<file path="config.mk">
export PLATFORM = sky130hd
export DESIGN_NAME = i2s_audio_sched
export DESIGN_NICKNAME = d
export VERILOG_FILES = /design/src/rtl/i2s_audio_sched.sv
export SDC_FILE = /design/constraint.sdc
export NUM_CORES = 1
export LEC_CHECK = 0
export BUFFER_PORTS_ARGS = -buffer_cell sky130_fd_sc_hd__buf_4
export CORE_ASPECT_RATIO = 0.75
export CORE_UTILIZATION = 30
export DETAILED_ROUTE_END_ITERATION = 10
export GPL_TIMING_DRIVEN = 0
export SYNTH_ARGS = -nofsm -noshare
export SYNTH_HDL_FRONTEND = slang
export SYNTH_SLANG_ARGS = --single-unit
</file>
<file path="constraint.sdc">
create_clock -name clk -period 5.83 [get_ports clk]
set_input_delay 1.4575 -clock clk [delete_from_list [all_inputs] [get_ports clk]]
set_output_delay 1.4575 -clock clk [all_outputs]
set_load 0.005 [all_outputs]
</file>
<file path="src/rtl/i2s_audio_sched.sv">
// rtl/i2s_audio_sched.sv - Philips I2S transmitter with one-entry sample buffer and underrun counting
module i2s_audio_sched #(
  parameter int HALF_DIV = 18,
  parameter int SAMPLE_W = 16
) (
  input  logic                clk,
  input  logic                reset,
  input  logic                enable,
  input  logic                mute,
  input  logic                s_valid,
  output logic                s_ready,
  input  logic [SAMPLE_W-1:0] s_left,
  input  logic [SAMPLE_W-1:0] s_right,
  output logic                hp_bck,
  output logic                hp_ws,
  output logic                hp_din,
  output logic                frame_strobe,
  output logic [7:0]          underrun_cnt
);
  localparam int FRAME_W = 2 * SAMPLE_W;
  localparam int BIT_W   = $clog2(FRAME_W);
  localparam logic [BIT_W-1:0] LAST_BIT = BIT_W'(FRAME_W - 1);
  localparam logic [BIT_W-1:0] WS_FIRST = BIT_W'(SAMPLE_W - 1);
  localparam logic [BIT_W-1:0] WS_LAST  = BIT_W'(FRAME_W - 2);
  localparam logic [7:0]       DIV_LAST = 8'(HALF_DIV - 1);

  logic [7:0]         div_cnt;
  logic               bck;
  logic [BIT_W-1:0]   bit_cnt;
  logic [BIT_W-1:0]   bit_nxt;
  logic [FRAME_W-1:0] frame;
  logic [FRAME_W-1:0] frame_nxt;
  logic [FRAME_W-1:0] frame_shift;
  logic [FRAME_W-1:0] pending;
  logic               pend_valid;
  logic               tick;
  logic               fall_tick;
  logic               load;
  logic               accept;
  logic               ws_nxt;

  assign tick      = (div_cnt == DIV_LAST);
  assign fall_tick = tick & bck;
  assign load      = fall_tick & (bit_cnt == LAST_BIT);
  assign s_ready   = enable & ~pend_valid;
  assign accept    = s_valid & s_ready;
  assign hp_bck    = bck;

  // Pin registers are fed from next-state values so data and WS move on the same edge as BCK falls.
  always_comb begin
    bit_nxt   = bit_cnt;
    frame_nxt = frame;
    if (fall_tick) begin
      bit_nxt = (bit_cnt == LAST_BIT) ? '0 : bit_cnt + BIT_W'(1);
    end
    if (load) begin
      frame_nxt = (pend_valid && !mute) ? pending : '0;
    end
    frame_shift = frame_nxt << bit_nxt;
    ws_nxt      = (bit_nxt >= WS_FIRST) && (bit_nxt <= WS_LAST);
  end

  always_ff @(posedge clk or posedge reset) begin
    if (reset) begin
      div_cnt      <= '0;
      bck          <= 1'b0;
      bit_cnt      <= LAST_BIT;
      frame        <= '0;
      pending      <= '0;
      pend_valid   <= 1'b0;
      underrun_cnt <= '0;
      hp_ws        <= 1'b0;
      hp_din       <= 1'b0;
      frame_strobe <= 1'b0;
    end else if (!enable) begin
      // Halt flushes the frame and the pending sample but keeps the underrun history.
      div_cnt      <= '0;
      bck          <= 1'b0;
      bit_cnt      <= LAST_BIT;
      frame        <= '0;
      pend_valid   <= 1'b0;
      hp_ws        <= 1'b0;
      hp_din       <= 1'b0;
      frame_strobe <= 1'b0;
    end else begin
      div_cnt      <= tick ? '0 : div_cnt + 8'd1;
      if (tick) begin
        bck <= ~bck;
      end
      bit_cnt      <= bit_nxt;
      frame        <= frame_nxt;
      hp_ws        <= ws_nxt;
      hp_din       <= frame_shift[FRAME_W-1];
      frame_strobe <= load;
      // An accept can only coincide with a load when the buffer was empty, so it wins.
      if (accept) begin
        pending    <= {s_left, s_right};
        pend_valid <= 1'b1;
      end else if (load) begin
        pend_valid <= 1'b0;
      end
      if (load && !pend_valid && underrun_cnt != 8'hFF) begin
        underrun_cnt <= underrun_cnt + 8'd1;
      end
    end
  end
endmodule
</file>
==> impl_table.tex, run 1 <==
\begin{tabular}{lr}
\hline
Metric & Value \\
\hline
\multicolumn{2}{l}{\textbf{Cells and area}} \\
Share of final-layout standard cells stronger than drive strength 1 & 24.9\% \\
Combined flip-flop and latch cell area & 2260 µm² \\
Multi-input logic area & 1950 µm² \\
Final antenna diode count & 0 \\
Total of fill cells in the finished design & 1392 \\
Post-route core utilization & 38.0\% \\
Synthesis-to-finish area growth & 22.3\% \\
Final net count & 506 \\
\multicolumn{2}{l}{\textbf{Yosys}} \\
Biggest area contributors in the synthesized netlist & sky130\_fd\_sc\_hd\_\_dfrtp\_1, sky130\_fd\_sc\_hd\_\_mux2\_2, sky130\_fd\_sc\_hd\_\_nand3\_1 \\
Cell type with the highest aggregate area in the netlist & sky130\_fd\_sc\_hd\_\_dfrtp\_1 \\
Register area share after synthesis & 52.3\% \\
Post-synthesis cell type count & 54 \\
Cell count after synthesis & 404 \\
Fraction of registers with async set/reset & 100\% \\
Area share of the largest cell type after synthesis & 49.2\% \\
Flip-flop and latch count after synthesis & 90 \\
Number of enable-type register cells in the synthesized netlist & 0 \\
Mapped cell area & 4320 µm² \\
Post-synth net total & 445 \\
Top flip-flop cell by instance count after synthesis & sky130\_fd\_sc\_hd\_\_dfrtp\_1 \\
Syn\_area\_per\_cell & 10.7 µm² \\
Yosys Warn Count & 0 \\
\multicolumn{2}{l}{\textbf{Setup path}} \\
Worst R2R Start & bit\_cnt[1]\$\_DFF\_PP1\_ \\
Biggest cell delay along the critical path & 0.62 ns \\
Kind of end point of the critical path & flip-flop \\
Startpoint types & flip-flop \\
Cell type group with the largest total delay on the critical path & simple AND/OR/NAND/NOR gates \\
Standard cell with the maximum stage delay on the critical path & sky130\_fd\_sc\_hd\_\_dfstp\_2 \\
Critical Path, Cell by Cell & ha\_1, nand4\_1, nor3\_4, buf\_2, buf\_2, nand3\_1, and3\_1, o41ai\_1, o211ai\_1, a21oi\_1 \\
Most frequent cell on the critical path & sky130\_fd\_sc\_hd\_\_buf\_2 \\
Required time reported for the critical path endpoint & 6.08 ns \\
Capturing point of the worst reg2reg path & hp\_din\$\_DFF\_PP0\_ \\
FF-to-FF path depth & 10 \\
Highest fanout seen on the critical path & 10 \\
Critical path buffers and inverters & 2 \\
FF-to-FF setup slack & 2.07 ns \\
Arrival time of the worst setup path & 4.00 ns \\
Critical Setup Path Class & reg -> reg \\
\multicolumn{2}{l}{\textbf{Global route}} \\
Via count of the first global-routing pass & 3445 \\
Sum of overflow across all layers after global routing & 0 \\
Maximum number of pins on one net before global-route repair & 49 \\
Antenna violations before repair & 0 \\
Wire length of the first global-routing pass & 18200 µm \\
GRT Overall Usage & 16.0\% \\
\multicolumn{2}{l}{\textbf{Drt}} \\
Met3 wirelength from detailed routing & 702 µm \\
WL met1 & 5410 µm \\
DRC violations left & 0 \\
Iteration-0 DRC Markers & 273 \\
Uppermost routed layer & met4 \\
Average detailed-routed wire length per instance & 17.1 µm \\
Met2 wirelength from detailed routing & 4810 µm \\
Total wirelength of the detailed-routed design & 11100 µm \\
Post-detailed-route via-to-cell ratio & 5.34 \\
Post-DRT Antenna Nets & 0 \\
Number of iterations in the first detailed-routing pass & 5 \\
Via count & 3444 \\
\multicolumn{2}{l}{\textbf{STA}} \\
Final Max Slew Viols & 0 \\
Worst slew margin relative to its limit & 48.5\% \\
Transition time at the pin with the least slew margin & 0.766 ns \\
Number of failing hold endpoints at the final stage & 0 \\
Crit path setup slack, layout & 2.07 ns \\
Final count of negative-setup-slack endpoints & 0 \\
Final-layout setup total negative slack & 0 ns \\
Clk\_skew & 0.00595 ns \\
Unrepaired setup endpoints after global routing & false \\
Highest clock rate & 266 MHz \\
Post-route clock period utilization & 64.4\% \\
Final worst path period need & 3.76 ns \\
\multicolumn{2}{l}{\textbf{Floorplan}} \\
Effective utilization at floorplan & 31.1\% \\
Overall die area & 14900 µm² \\
Standard-cell rows & 37 \\
Top-level port count & 50 \\
Die Y & 106 µm \\
Overall die width & 141 µm \\
Core Area & 13900 µm² \\
\multicolumn{2}{l}{\textbf{Clock tree}} \\
CTS-repair resized insts & 0 \\
Clock Path Buffers & 2 \\
CTS H-Tree Depth & 3 \\
Number of CTS-inserted buffers & 9 \\
Post-CTS Repair Setup Buffers & 0 \\
Cell at the root of the clock tree & sky130\_fd\_sc\_hd\_\_clkbuf\_16 \\
Clock latency on the worst-skew pair & 0.34 ns \\
CTS tree & built \\
Number of hold buffers added after CTS & 0 \\
Post-CTS clock slew at the launch and capture registers of the worst setup and hold paths & 0.06 ns \\
Num Clock Sinks & 90 \\
\multicolumn{2}{l}{\textbf{Placed design}} \\
Routability congestion estimate & 0.861 \\
Pre-CTS worst setup slack & 1.87 ns \\
IO buf count & 49 \\
DPL Wire Length & 7930 µm \\
\multicolumn{2}{l}{\textbf{Outcome}} \\
Status & completed \\
\multicolumn{2}{l}{\textbf{Power and ir drop}} \\
LEAKAGE & 2.27 nW \\
Worst-case vdd ir drop & 0.151 mV \\
Total power per unit cell area & 279 nW/µm² \\
\multicolumn{2}{l}{\textbf{Min path}} \\
Min-delay src & underrun\_cnt[5]\$\_DFFE\_PP0P\_ \\
WHS Endpoint & underrun\_cnt[5]\$\_DFFE\_PP0P\_ \\
HP Class & reg -> reg \\
Number of instances on the worst hold path & 1 \\
\multicolumn{2}{l}{\textbf{Flow run}} \\
Total of max-cap violations & 0 \\
\hline
\end{tabular}
registers in the layout, indices dropped and copies added, names as in the netlist:
signal and flops:
underrun_cnt 8, hp_din 1, hp_ws 1, div_cnt 8, frame 32, frame_strobe 1, hp_bck 1, pending 32
pend_valid 1, bit_cnt 5
power breakdown:
| part | internal (W) | total, W | leakage, nW | switching (W) |
|---|---|---|---|---|
| Sequential | 0.000669 | 0.000699 | 1.17 | 0.0000295 |
| Clock | 0.000432 | 0.000671 | 0.167 | 0.000239 |
| Combinational | 0.0000597 | 0.000107 | 0.937 | 0.0000476 |
| Total | 0.00116 | 0.00148 | 2.27 | 0.000316 |
worst max path at each step:
stage | from | endpoint | slack, ns | depth (start not counted)
2_1_floorplan | reset | div_cnt[0]$_DFF_PP0_ | 2.05 | 1
3_3_place_gp | reset | pending[1]$_DFFE_PP0P_ | 1.0 | 2
3_5_place_dp | mute | hp_din$_DFF_PP0_ | 1.87 | 9
4_1_cts | bit_cnt[1]$_DFF_PP1_ | hp_din$_DFF_PP0_ | 2.14 | 10
5_1_grt | bit_cnt[1]$_DFF_PP1_ | hp_din$_DFF_PP0_ | 1.87 | 10
6_report | bit_cnt[1]$_DFF_PP1_ | hp_din$_DFF_PP0_ | 2.07 | 10
area by class of cell:
type,count,area share [%]
Timing Repair Buffer,50,7.48
Sequential cell,90,42.7
Buffer,23,1.80
Clock buffer,12,4.66
Multi-Input combinational cell,285,36.8
Tap cell,175,4.14
Inverter,6,0.474
Clock inverter,4,1.87
per-layer routing:
metal,GRT usage [%],vias up
met4,3.88,0
met1,22.4,1737
met2,24.3,116
met3,4.46,14
li1,-,1577
met5,0,-
placed cells by master (no fill, tap or decap), types with 3 or more instances in the layout:
master / instances
sky130_fd_sc_hd__dfstp_2: 5
sky130_fd_sc_hd__a211oi_1: 6
sky130_fd_sc_hd__nor4_1: 3
sky130_fd_sc_hd__a311oi_1: 3
sky130_fd_sc_hd__bufinv_16: 3
sky130_fd_sc_hd__a21o_1: 3
sky130_fd_sc_hd__inv_1: 5
sky130_fd_sc_hd__a21oi_1: 32
sky130_fd_sc_hd__mux2_2: 34
sky130_fd_sc_hd__a211o_1: 3
sky130_fd_sc_hd__o31ai_1: 4
sky130_fd_sc_hd__and2_1: 10
sky130_fd_sc_hd__and3_1: 9
sky130_fd_sc_hd__clkbuf_1: 13
sky130_fd_sc_hd__clkbuf_16: 9
sky130_fd_sc_hd__nand2_1: 37
sky130_fd_sc_hd__ha_1: 4
sky130_fd_sc_hd__a31oi_1: 4
sky130_fd_sc_hd__nand4_1: 7
sky130_fd_sc_hd__xor2_1: 9
sky130_fd_sc_hd__dfrtp_1: 85
sky130_fd_sc_hd__buf_1: 5
sky130_fd_sc_hd__buf_2: 7
sky130_fd_sc_hd__nor2_1: 27
sky130_fd_sc_hd__mux2i_1: 12
sky130_fd_sc_hd__buf_4: 49
sky130_fd_sc_hd__nand3_1: 34
sky130_fd_sc_hd__xnor2_1: 8
cell families (layout without fill, tap and decap cells):
kind of cell	Yosys count	count (layout)	share of synthesized area (%)
simple gates	146	146	17.4
flops	90	90	52.3
compound gates	71	71	10.9
mux	47	47	12.2
buf+inv	29	95	2.72
xor+xnor	17	17	3.45
fa+ha+maj	4	4	1.16
synth_stat cells (7+ instances only):
library cell                n
sky130_fd_sc_hd__a21oi_1   32
sky130_fd_sc_hd__and2_1    10
sky130_fd_sc_hd__and3_1     9
sky130_fd_sc_hd__buf_2      7
sky130_fd_sc_hd__clkbuf_1  11
sky130_fd_sc_hd__dfrtp_1   85
sky130_fd_sc_hd__mux2_2    34
sky130_fd_sc_hd__mux2i_1   12
sky130_fd_sc_hd__nand2_1   37
sky130_fd_sc_hd__nand3_1   34
sky130_fd_sc_hd__nand4_1    7
sky130_fd_sc_hd__nor2_1    27
sky130_fd_sc_hd__xnor2_1    8
sky130_fd_sc_hd__xor2_1     9
stage by stage:
stage	total power [W]	hold WS, ns	cell area, µm²	cells
after global placement	0.000810	0.486	4910	628
after detailed placement	0.000820	0.488	4940	629
after floorplan	0.000766	0.471	4320	404
after global routing	0.00154	0.520	5280	645
final	0.00148	0.496	5280	645
after CTS	0.00149	0.501	5280	645
Power figures use the tool's default switching activity.
==> inputs of run 2 (changes only) <==
==> constraint.sdc (replaced) <==
create_clock -name clk -period 3.5 [get_ports clk]
set_input_delay 0.875 -clock clk [delete_from_list [all_inputs] [get_ports clk]]
set_output_delay 0.875 -clock clk [all_outputs]
set_load 0.005 [all_outputs]
==> impl_table.tex, run 2 (synthesis results as in run 1) <==
\begin{tabular}{lr}
\hline
Metric & Value \\
\hline
\multicolumn{2}{l}{\textbf{Drt}} \\
Via count & 3414 (was 3444) \\
Total wirelength of the detailed-routed design & 11100 µm (about the same) \\
Iteration-0 DRC Markers & 265 (was 273) \\
Post-DRT Antenna Nets & 0 (unchanged) \\
Post-detailed-route via-to-cell ratio & 5.27 (was 5.34) \\
Average detailed-routed wire length per instance & 17.1 µm (about the same) \\
Number of iterations in the first detailed-routing pass & 4 (was 5) \\
DRC violations left & 0 (unchanged) \\
\multicolumn{2}{l}{\textbf{Setup path}} \\
FF-to-FF path depth & 10 (unchanged) \\
Startpoint types & flip-flop (unchanged) \\
Critical Setup Path Class & reg -> reg (unchanged) \\
Arrival time of the worst setup path & 3.59 ns (was 4.00 ns) \\
Capturing point of the worst reg2reg path & hp\_din\$\_DFF\_PP0\_ (unchanged) \\
Worst R2R Start & div\_cnt[1]\$\_DFF\_PP0\_ (was bit\_cnt[1]\$\_DFF\_PP1\_) \\
Highest fanout seen on the critical path & 10 (unchanged) \\
Required time reported for the critical path endpoint & 3.75 ns (was 6.08 ns) \\
FF-to-FF setup slack & 0.16 ns (was 2.07 ns) \\
Kind of end point of the critical path & flip-flop (unchanged) \\
\multicolumn{2}{l}{\textbf{Placed design}} \\
IO buf count & 49 (unchanged) \\
Inst Count DP & 629 (unchanged) \\
DPL Wire Length & 7930 µm (unchanged) \\
Routability congestion estimate & 0.861 (unchanged) \\
Post-Place Cell Area & 4940 µm² (unchanged) \\
\multicolumn{2}{l}{\textbf{Cells and area}} \\
Number of standard cells in the layout, taps in and fillers out & 648 (was 645) \\
Synthesis-to-finish area growth & 23.0\% (was 22.3\%) \\
Most common cell after layout, fill and taps aside & sky130\_fd\_sc\_hd\_\_dfrtp\_1 (unchanged) \\
Commonest cells after routing, fill and taps aside & sky130\_fd\_sc\_hd\_\_dfrtp\_1, sky130\_fd\_sc\_hd\_\_buf\_4, sky130\_fd\_sc\_hd\_\_nand2\_1 (unchanged) \\
Final std cell area, no fill & 5310 µm² (was 5280 µm²) \\
Final net count & 509 (was 506) \\
Final antenna diode count & 0 (unchanged) \\
Share of final-layout standard cells stronger than drive strength 1 & 25.8\% (was 24.9\%) \\
Regs by FF count & frame (32), pending (32) (unchanged) \\
Post-route core utilization & 38.3\% (was 38.0\%) \\
\multicolumn{2}{l}{\textbf{Global route}} \\
GRT Overall Usage & 16.0\% (about the same) \\
Via count of the first global-routing pass & 3447 (was 3445) \\
Maximum number of pins on one net before global-route repair & 49 (unchanged) \\
Antenna violations before repair & 0 (unchanged) \\
Wire length of the first global-routing pass & 18200 µm (about the same) \\
Sum of overflow across all layers after global routing & 0 (unchanged) \\
\multicolumn{2}{l}{\textbf{Clock tree}} \\
Number of CTS-inserted buffers & 9 (unchanged) \\
CTS tree & built (unchanged) \\
Clock Path Buffers & 2 (unchanged) \\
Cell at the root of the clock tree & sky130\_fd\_sc\_hd\_\_clkbuf\_16 (unchanged) \\
Clock latency on the worst-skew pair & 0.35 ns (was 0.34 ns) \\
Post-CTS clock slew at the launch and capture registers of the worst setup and hold paths & 0.06 ns (about the same) \\
Num Clock Sinks & 90 (unchanged) \\
CTS H-Tree Depth & 3 (unchanged) \\
\multicolumn{2}{l}{\textbf{Flow run}} \\
Total of max-cap violations & 0 (unchanged) \\
\multicolumn{2}{l}{\textbf{Floorplan}} \\
Standard-cell rows & 37 (unchanged) \\
Overall die width & 141 µm (unchanged) \\
Core Area & 13900 µm² (unchanged) \\
Die Y & 106 µm (unchanged) \\
Overall die area & 14900 µm² (unchanged) \\
Effective utilization at floorplan & 31.1\% (unchanged) \\
Top-level port count & 50 (unchanged) \\
\multicolumn{2}{l}{\textbf{Min path}} \\
HP Class & reg -> reg (unchanged) \\
WHS Endpoint & underrun\_cnt[5]\$\_DFFE\_PP0P\_ (unchanged) \\
Number of instances on the worst hold path & 1 (unchanged) \\
Min-delay src & underrun\_cnt[5]\$\_DFFE\_PP0P\_ (unchanged) \\
\multicolumn{2}{l}{\textbf{STA}} \\
Clk\_skew & 0.00673 ns (was 0.00595 ns) \\
Worst slew margin relative to its limit & 47.7\% (was 48.5\%) \\
Transition time at the pin with the least slew margin & 0.778 ns (was 0.766 ns) \\
Final-layout setup total negative slack & 0 ns (unchanged) \\
Post-route clock period utilization & 95.4\% (was 64.4\%) \\
Final count of negative-setup-slack endpoints & 0 (unchanged) \\
Unrepaired setup endpoints after global routing & false (unchanged) \\
Final Max Slew Viols & 0 (unchanged) \\
Final worst path period need & 3.34 ns (was 3.76 ns) \\
Number of failing hold endpoints at the final stage & 0 (unchanged) \\
Highest clock rate & 299 MHz (was 266 MHz) \\
\multicolumn{2}{l}{\textbf{Power and ir drop}} \\
Overall power of the completed layout & 0.00246 W (was 0.00148 W) \\
Total power per unit cell area & 463 nW/µm² (was 279 nW/µm²) \\
LEAKAGE & 2.29 nW (was 2.27 nW) \\
Worst-case vdd ir drop & 0.253 mV (was 0.151 mV) \\
\multicolumn{2}{l}{\textbf{Outcome}} \\
Status & completed (unchanged) \\
\hline
\end{tabular}
-- run 2: changes by cell type in the layout (fill, tap and decap cells not counted), sizes merged --
cell  change
buf       +3
-- run 2: final cells by class --
class | instances | area [µm²]
inverter | 6 | 25.0
timing repair buffer | 53 | 418
tap | 175 | 219
clock inverter | 4 | 98.8
multi-input combinational | 285 | 1950
clock buffer | 12 | 246
fill | 1391 | 8570
sequential | 90 | 2260
buffer | 23 | 96.3
-- run 2: critical path: stages, from the launching register on --
cell	delay (ns)
sky130_fd_sc_hd__dfrtp_1	0.41
sky130_fd_sc_hd__inv_1	0.07
sky130_fd_sc_hd__ha_1	0.16
sky130_fd_sc_hd__nor4bb_1	0.51
sky130_fd_sc_hd__a21boi_0	0.40
sky130_fd_sc_hd__nor2_1	0.34
sky130_fd_sc_hd__clkbuf_2	0.36
sky130_fd_sc_hd__mux2i_1	0.29
sky130_fd_sc_hd__o22ai_1	0.10
sky130_fd_sc_hd__or4_1	0.40
sky130_fd_sc_hd__a21oi_1	0.20
-- run 2: how the worst max path moves through the flow --
stage | from | endpoint | slack (ns) | cells after the start
6_report | div_cnt[1]$_DFF_PP0_ | hp_din$_DFF_PP0_ | 0.16 | 10
2_1_floorplan | reset | div_cnt[0]$_DFF_PP0_ | 0.30 | 1
5_1_grt | div_cnt[1]$_DFF_PP0_ | hp_din$_DFF_PP0_ | 0.02 | 10
3_5_place_dp | bit_cnt[1]$_DFF_PP1_ | hp_din$_DFF_PP0_ | -0.14 | 10
4_1_cts | div_cnt[1]$_DFF_PP0_ | hp_din$_DFF_PP0_ | 0.003 | 10
3_3_place_gp | reset | pending[1]$_DFFE_PP0P_ | -0.75 | 2
-- run 2: through the flow --
step                      worst slack (ns)  hold WS, ns
after floorplan                      0.298        0.471
after global placement              -0.752        0.486
after detailed placement            -0.138        0.488
after CTS                          0.00333        0.501
after global routing                0.0170        0.520
final                                0.159        0.496
-- run 2: timing repair --
item / 4_1_cts / 5_1_grt
resized for setup: 0 / 3
endpoints found under the setup margin: 1 / 1
setup buffers: 2 / 1
hold buffers: 0 / 0
pin swaps: 1 / 1
-- run 2: per-layer routing --
metal / track usage [%] / share of wire [%] / routed length, µm / up-vias
met5: 0 / 0 / 0 / -
met4: 3.49 / 0.71 / 78 / 0
met3: 4.46 / 6.5 / 720 / 7
met2: 24.6 / 44 / 4870 / 117
met1: 22.5 / 49 / 5380 / 1701
li1: - / - / - / 1589
-- run 2: where the power goes --
| part | leakage [nW] | total, W | switching (W) | internal (W) |
|---|---|---|---|---|
| logic | 0.959 | 0.000179 | 0.0000794 | 0.0000995 |
| registers | 1.17 | 0.00116 | 0.0000489 | 0.00111 |
| clock network | 0.167 | 0.00112 | 0.000398 | 0.000719 |
==> inputs of run 3 (changes only) <==
--- a/config.mk
+++ b/config.mk
@@ -6,10 +6,13 @@
 export NUM_CORES = 1
 export LEC_CHECK = 0
 export BUFFER_PORTS_ARGS = -buffer_cell sky130_fd_sc_hd__buf_4
+export CELL_PAD_IN_SITES_DETAIL_PLACEMENT = 0
+export CELL_PAD_IN_SITES_GLOBAL_PLACEMENT = 1
 export CORE_ASPECT_RATIO = 0.75
 export CORE_UTILIZATION = 30
 export DETAILED_ROUTE_END_ITERATION = 10
 export GPL_TIMING_DRIVEN = 0
+export PLACE_DENSITY_LB_ADDON = 0.1
 export SYNTH_ARGS = -nofsm -noshare
 export SYNTH_HDL_FRONTEND = slang
 export SYNTH_SLANG_ARGS = --single-unit
==> impl_table.tex, run 3 (synthesis results as in run 1) <==
\begin{tabular}{lr}
\hline
Metric & Value \\
\hline
\multicolumn{2}{l}{\textbf{Setup path}} \\
FF-to-FF setup slack & 0.19 ns (was 0.16 ns) \\
Critical Path, Cell by Cell & inv\_1, ha\_1, or4bb\_1, nor3\_4, buf\_2, buf\_2, nand3\_1, and3\_1, o41ai\_1, o211ai\_1, a21oi\_1 (was inv\_1, ha\_1, nor4bb\_1, a21boi\_0, nor2\_1, clkbuf\_2, mux2i\_1, o22ai\_1, or4\_1, a21oi\_1) \\
Critical Setup Path Class & reg -> reg (unchanged) \\
Most frequent cell on the critical path & sky130\_fd\_sc\_hd\_\_buf\_2 \\
Standard cell with the maximum stage delay on the critical path & sky130\_fd\_sc\_hd\_\_or4bb\_1 (was sky130\_fd\_sc\_hd\_\_nor4bb\_1) \\
Startpoint types & flip-flop (unchanged) \\
Highest fanout seen on the critical path & 10 (unchanged) \\
FF-to-FF path depth & 11 (was 10) \\
Biggest cell delay along the critical path & 0.55 ns (was 0.51 ns) \\
Required time reported for the critical path endpoint & 3.74 ns (was 3.75 ns) \\
Arrival time of the worst setup path & 3.55 ns (was 3.59 ns) \\
Kind of end point of the critical path & flip-flop (unchanged) \\
\multicolumn{2}{l}{\textbf{STA}} \\
Worst slew margin relative to its limit & 50.0\% (was 47.7\%) \\
Highest clock rate & 302 MHz (was 299 MHz) \\
Unrepaired setup endpoints after global routing & false (unchanged) \\
Transition time at the pin with the least slew margin & 0.750 ns (was 0.778 ns) \\
Clk\_skew & 0.00920 ns (was 0.00673 ns) \\
Smallest hold slack & 0.503 ns (was 0.496 ns) \\
Final worst path period need & 3.31 ns (was 3.34 ns) \\
Post-route clock period utilization & 94.6\% (was 95.4\%) \\
Number of failing hold endpoints at the final stage & 0 (unchanged) \\
Crit path setup slack, layout & 0.190 ns (was 0.159 ns) \\
Final count of negative-setup-slack endpoints & 0 (unchanged) \\
Final Max Slew Viols & 0 (unchanged) \\
\multicolumn{2}{l}{\textbf{Clock tree}} \\
Clock Path Buffers & 2 (unchanged) \\
Number of CTS-inserted buffers & 9 (unchanged) \\
Num Clock Sinks & 90 (unchanged) \\
Cell at the root of the clock tree & sky130\_fd\_sc\_hd\_\_clkbuf\_16 (unchanged) \\
CTS H-Tree Depth & 3 (unchanged) \\
Clock latency on the worst-skew pair & 0.34 ns (was 0.35 ns) \\
Post-CTS clock slew at the launch and capture registers of the worst setup and hold paths & 0.07 ns (was 0.06 ns) \\
CTS tree & built (unchanged) \\
\multicolumn{2}{l}{\textbf{Placed design}} \\
IO buf count & 49 (unchanged) \\
Inst Count DP & 629 (unchanged) \\
Routability congestion estimate & 0.806 (was 0.861) \\
Pre-CTS worst setup slack & -0.318 ns (was -0.138 ns) \\
DPL Wire Length & 8330 µm (was 7930 µm) \\
\multicolumn{2}{l}{\textbf{Drt}} \\
Post-detailed-route via-to-cell ratio & 5.09 (was 5.27) \\
Post-DRT Antenna Nets & 0 (unchanged) \\
Number of iterations in the first detailed-routing pass & 4 (unchanged) \\
DRC violations left & 0 (unchanged) \\
Iteration-0 DRC Markers & 185 (was 265) \\
Via count & 3295 (was 3414) \\
Total wirelength of the detailed-routed design & 11500 µm (was 11100 µm) \\
Average detailed-routed wire length per instance & 17.7 µm (was 17.1 µm) \\
\multicolumn{2}{l}{\textbf{Power and ir drop}} \\
LEAKAGE & 2.26 nW (was 2.29 nW) \\
Total power per unit cell area & 429 nW/µm² (was 463 nW/µm²) \\
Clk network pwr share & 40.7\% (was 45.4\%) \\
Fraction of power spent switching nets & 24.5\% (was 21.4\%) \\
Power share of the sequential group & 51.4\% (was 47.3\%) \\
Internal power summed over all cells & 0.00170 W (was 0.00193 W) \\
Share of power burned in combinational logic & 7.9\% (was 7.3\%) \\
Worst-case vdd ir drop & 0.225 mV (was 0.253 mV) \\
Switching power & 0.000552 W (was 0.000526 W) \\
\multicolumn{2}{l}{\textbf{Global route}} \\
Maximum number of pins on one net before global-route repair & 64 (was 49) \\
Via count of the first global-routing pass & 3273 (was 3447) \\
Antenna violations before repair & 0 (unchanged) \\
GRT Overall Usage & 16.6\% (was 16.0\%) \\
Wire length of the first global-routing pass & 18500 µm (was 18200 µm) \\
Sum of overflow across all layers after global routing & 0 (unchanged) \\
\multicolumn{2}{l}{\textbf{Cells and area}} \\
Final antenna diode count & 0 (unchanged) \\
Final net count & 508 (was 509) \\
Most common cell after layout, fill and taps aside & sky130\_fd\_sc\_hd\_\_dfrtp\_1 (unchanged) \\
Regs by FF count & frame (32), pending (32) (unchanged) \\
Synthesis-to-finish area growth & 21.5\% (was 23.0\%) \\
Number of standard cells in the layout, taps in and fillers out & 647 (was 648) \\
Share of final-layout standard cells stronger than drive strength 1 & 26.5\% (was 25.8\%) \\
Commonest cells after routing, fill and taps aside & sky130\_fd\_sc\_hd\_\_dfrtp\_1, sky130\_fd\_sc\_hd\_\_buf\_4, sky130\_fd\_sc\_hd\_\_nand2\_1 (unchanged) \\
Total of fill cells in the finished design & 1398 (was 1391) \\
\multicolumn{2}{l}{\textbf{Min path}} \\
Number of instances on the worst hold path & 1 (unchanged) \\
HP Class & reg -> reg (unchanged) \\
\multicolumn{2}{l}{\textbf{Floorplan}} \\
Effective utilization at floorplan & 31.1\% (unchanged) \\
Die Y & 106 µm (unchanged) \\
Overall die width & 141 µm (unchanged) \\
Top-level port count & 50 (unchanged) \\
Standard-cell rows & 37 (unchanged) \\
Core Area & 13900 µm² (unchanged) \\
Overall die area & 14900 µm² (unchanged) \\
\multicolumn{2}{l}{\textbf{Outcome}} \\
Status & completed (unchanged) \\
\multicolumn{2}{l}{\textbf{Flow run}} \\
Total of max-cap violations & 0 (unchanged) \\
\hline
\end{tabular}
[run 3: cell count changes in the layout (fill, tap and decap cells not counted), moves of 2 or more]
cell	previous run	this run
sky130_fd_sc_hd__clkinv_4	1	3
sky130_fd_sc_hd__clkbuf_1	12	9
sky130_fd_sc_hd__bufinv_16	3	0
sky130_fd_sc_hd__clkinv_2	0	2
[run 3: layout make-up]
type                            instances  area, µm²  share of cell area (%)
Timing Repair Buffer                   52        410                    7.82
Inverter                                6       25.0                   0.477
Sequential cell                        90       2260                    43.0
Multi-Input combinational cell        285       1960                    37.3
Clock buffer                            9        225                    4.29
Buffer                                 23       97.6                    1.86
Clock inverter                          7       55.1                    1.05
Tap cell                              175        219                    4.17
[run 3: stage by stage]
stage	area (µm²)	power (W)	util, %	setup TNS (ns)
floorplan	4320	0.00128	-	0
global placement	4910	0.00135	35.3	-83.80
detailed placement	4940	0.00136	35.6	-0.318
CTS	5240	0.00229	37.7	0
global route	5250	0.00236	37.8	0
finish	5250	0.00225	37.8	0
[run 3: final timing paths]
kind / startpoint / to
setup / recovery: div_cnt[1]$_DFF_PP0_ / hp_din$_DFF_PP0_
setup reg to reg: div_cnt[1]$_DFF_PP0_ / hp_din$_DFF_PP0_
hold reg to reg: pending[3]$_DFFE_PP0P_ / pending[3]$_DFFE_PP0P_
min in group asynchronous: reset / underrun_cnt[7]$_DFFE_PP0P_
hold / removal: pending[3]$_DFFE_PP0P_ / pending[3]$_DFFE_PP0P_
max in group asynchronous: reset / bit_cnt[0]$_DFF_PP1_
[run 3: power by group through the flow]
| stage | clock [W] | combinational (W) | sequential (W) |
|---|---|---|---|
| after floorplan | 0 | 0.000116 | 0.00116 |
| after global placement | 0 | 0.000174 | 0.00118 |
| after detailed placement | 0 | 0.000185 | 0.00118 |
| after CTS | 0.000950 | 0.000185 | 0.00116 |
| after global routing | 0.000985 | 0.000201 | 0.00117 |
| final | 0.000916 | 0.000178 | 0.00116 |
[run 3: worst max-delay path, delay by kind of cell (launching register included)]
family / cells / cell delay [ns]
compound gates: 3 / 0.87
buf+inv: 3 / 0.66
flops: 1 / 0.41
simple gates: 4 / 1.10
fa+ha+maj: 1 / 0.16
[run 3: timing repair]
| item | 4_1_cts | 5_1_grt |
|---|---|---|
| pin swaps | 2 | 0 |
| endpoints found under the setup margin | 1 | 1 |
| gates resized for setup | 2 | 4 |
| hold buffers | 0 | 0 |
| setup buffers | 2 | 0 |
[run 3: layer usage]
layer | track usage (%) | vias up | part of all wire, %
li1 | - | 1587 | -
met1 | 25.1 | 1646 | 52
met2 | 23.8 | 53 | 44
met3 | 3.24 | 9 | 3.4
met4 | 4.43 | 0 | 1.1
met5 | 0 | - | 0
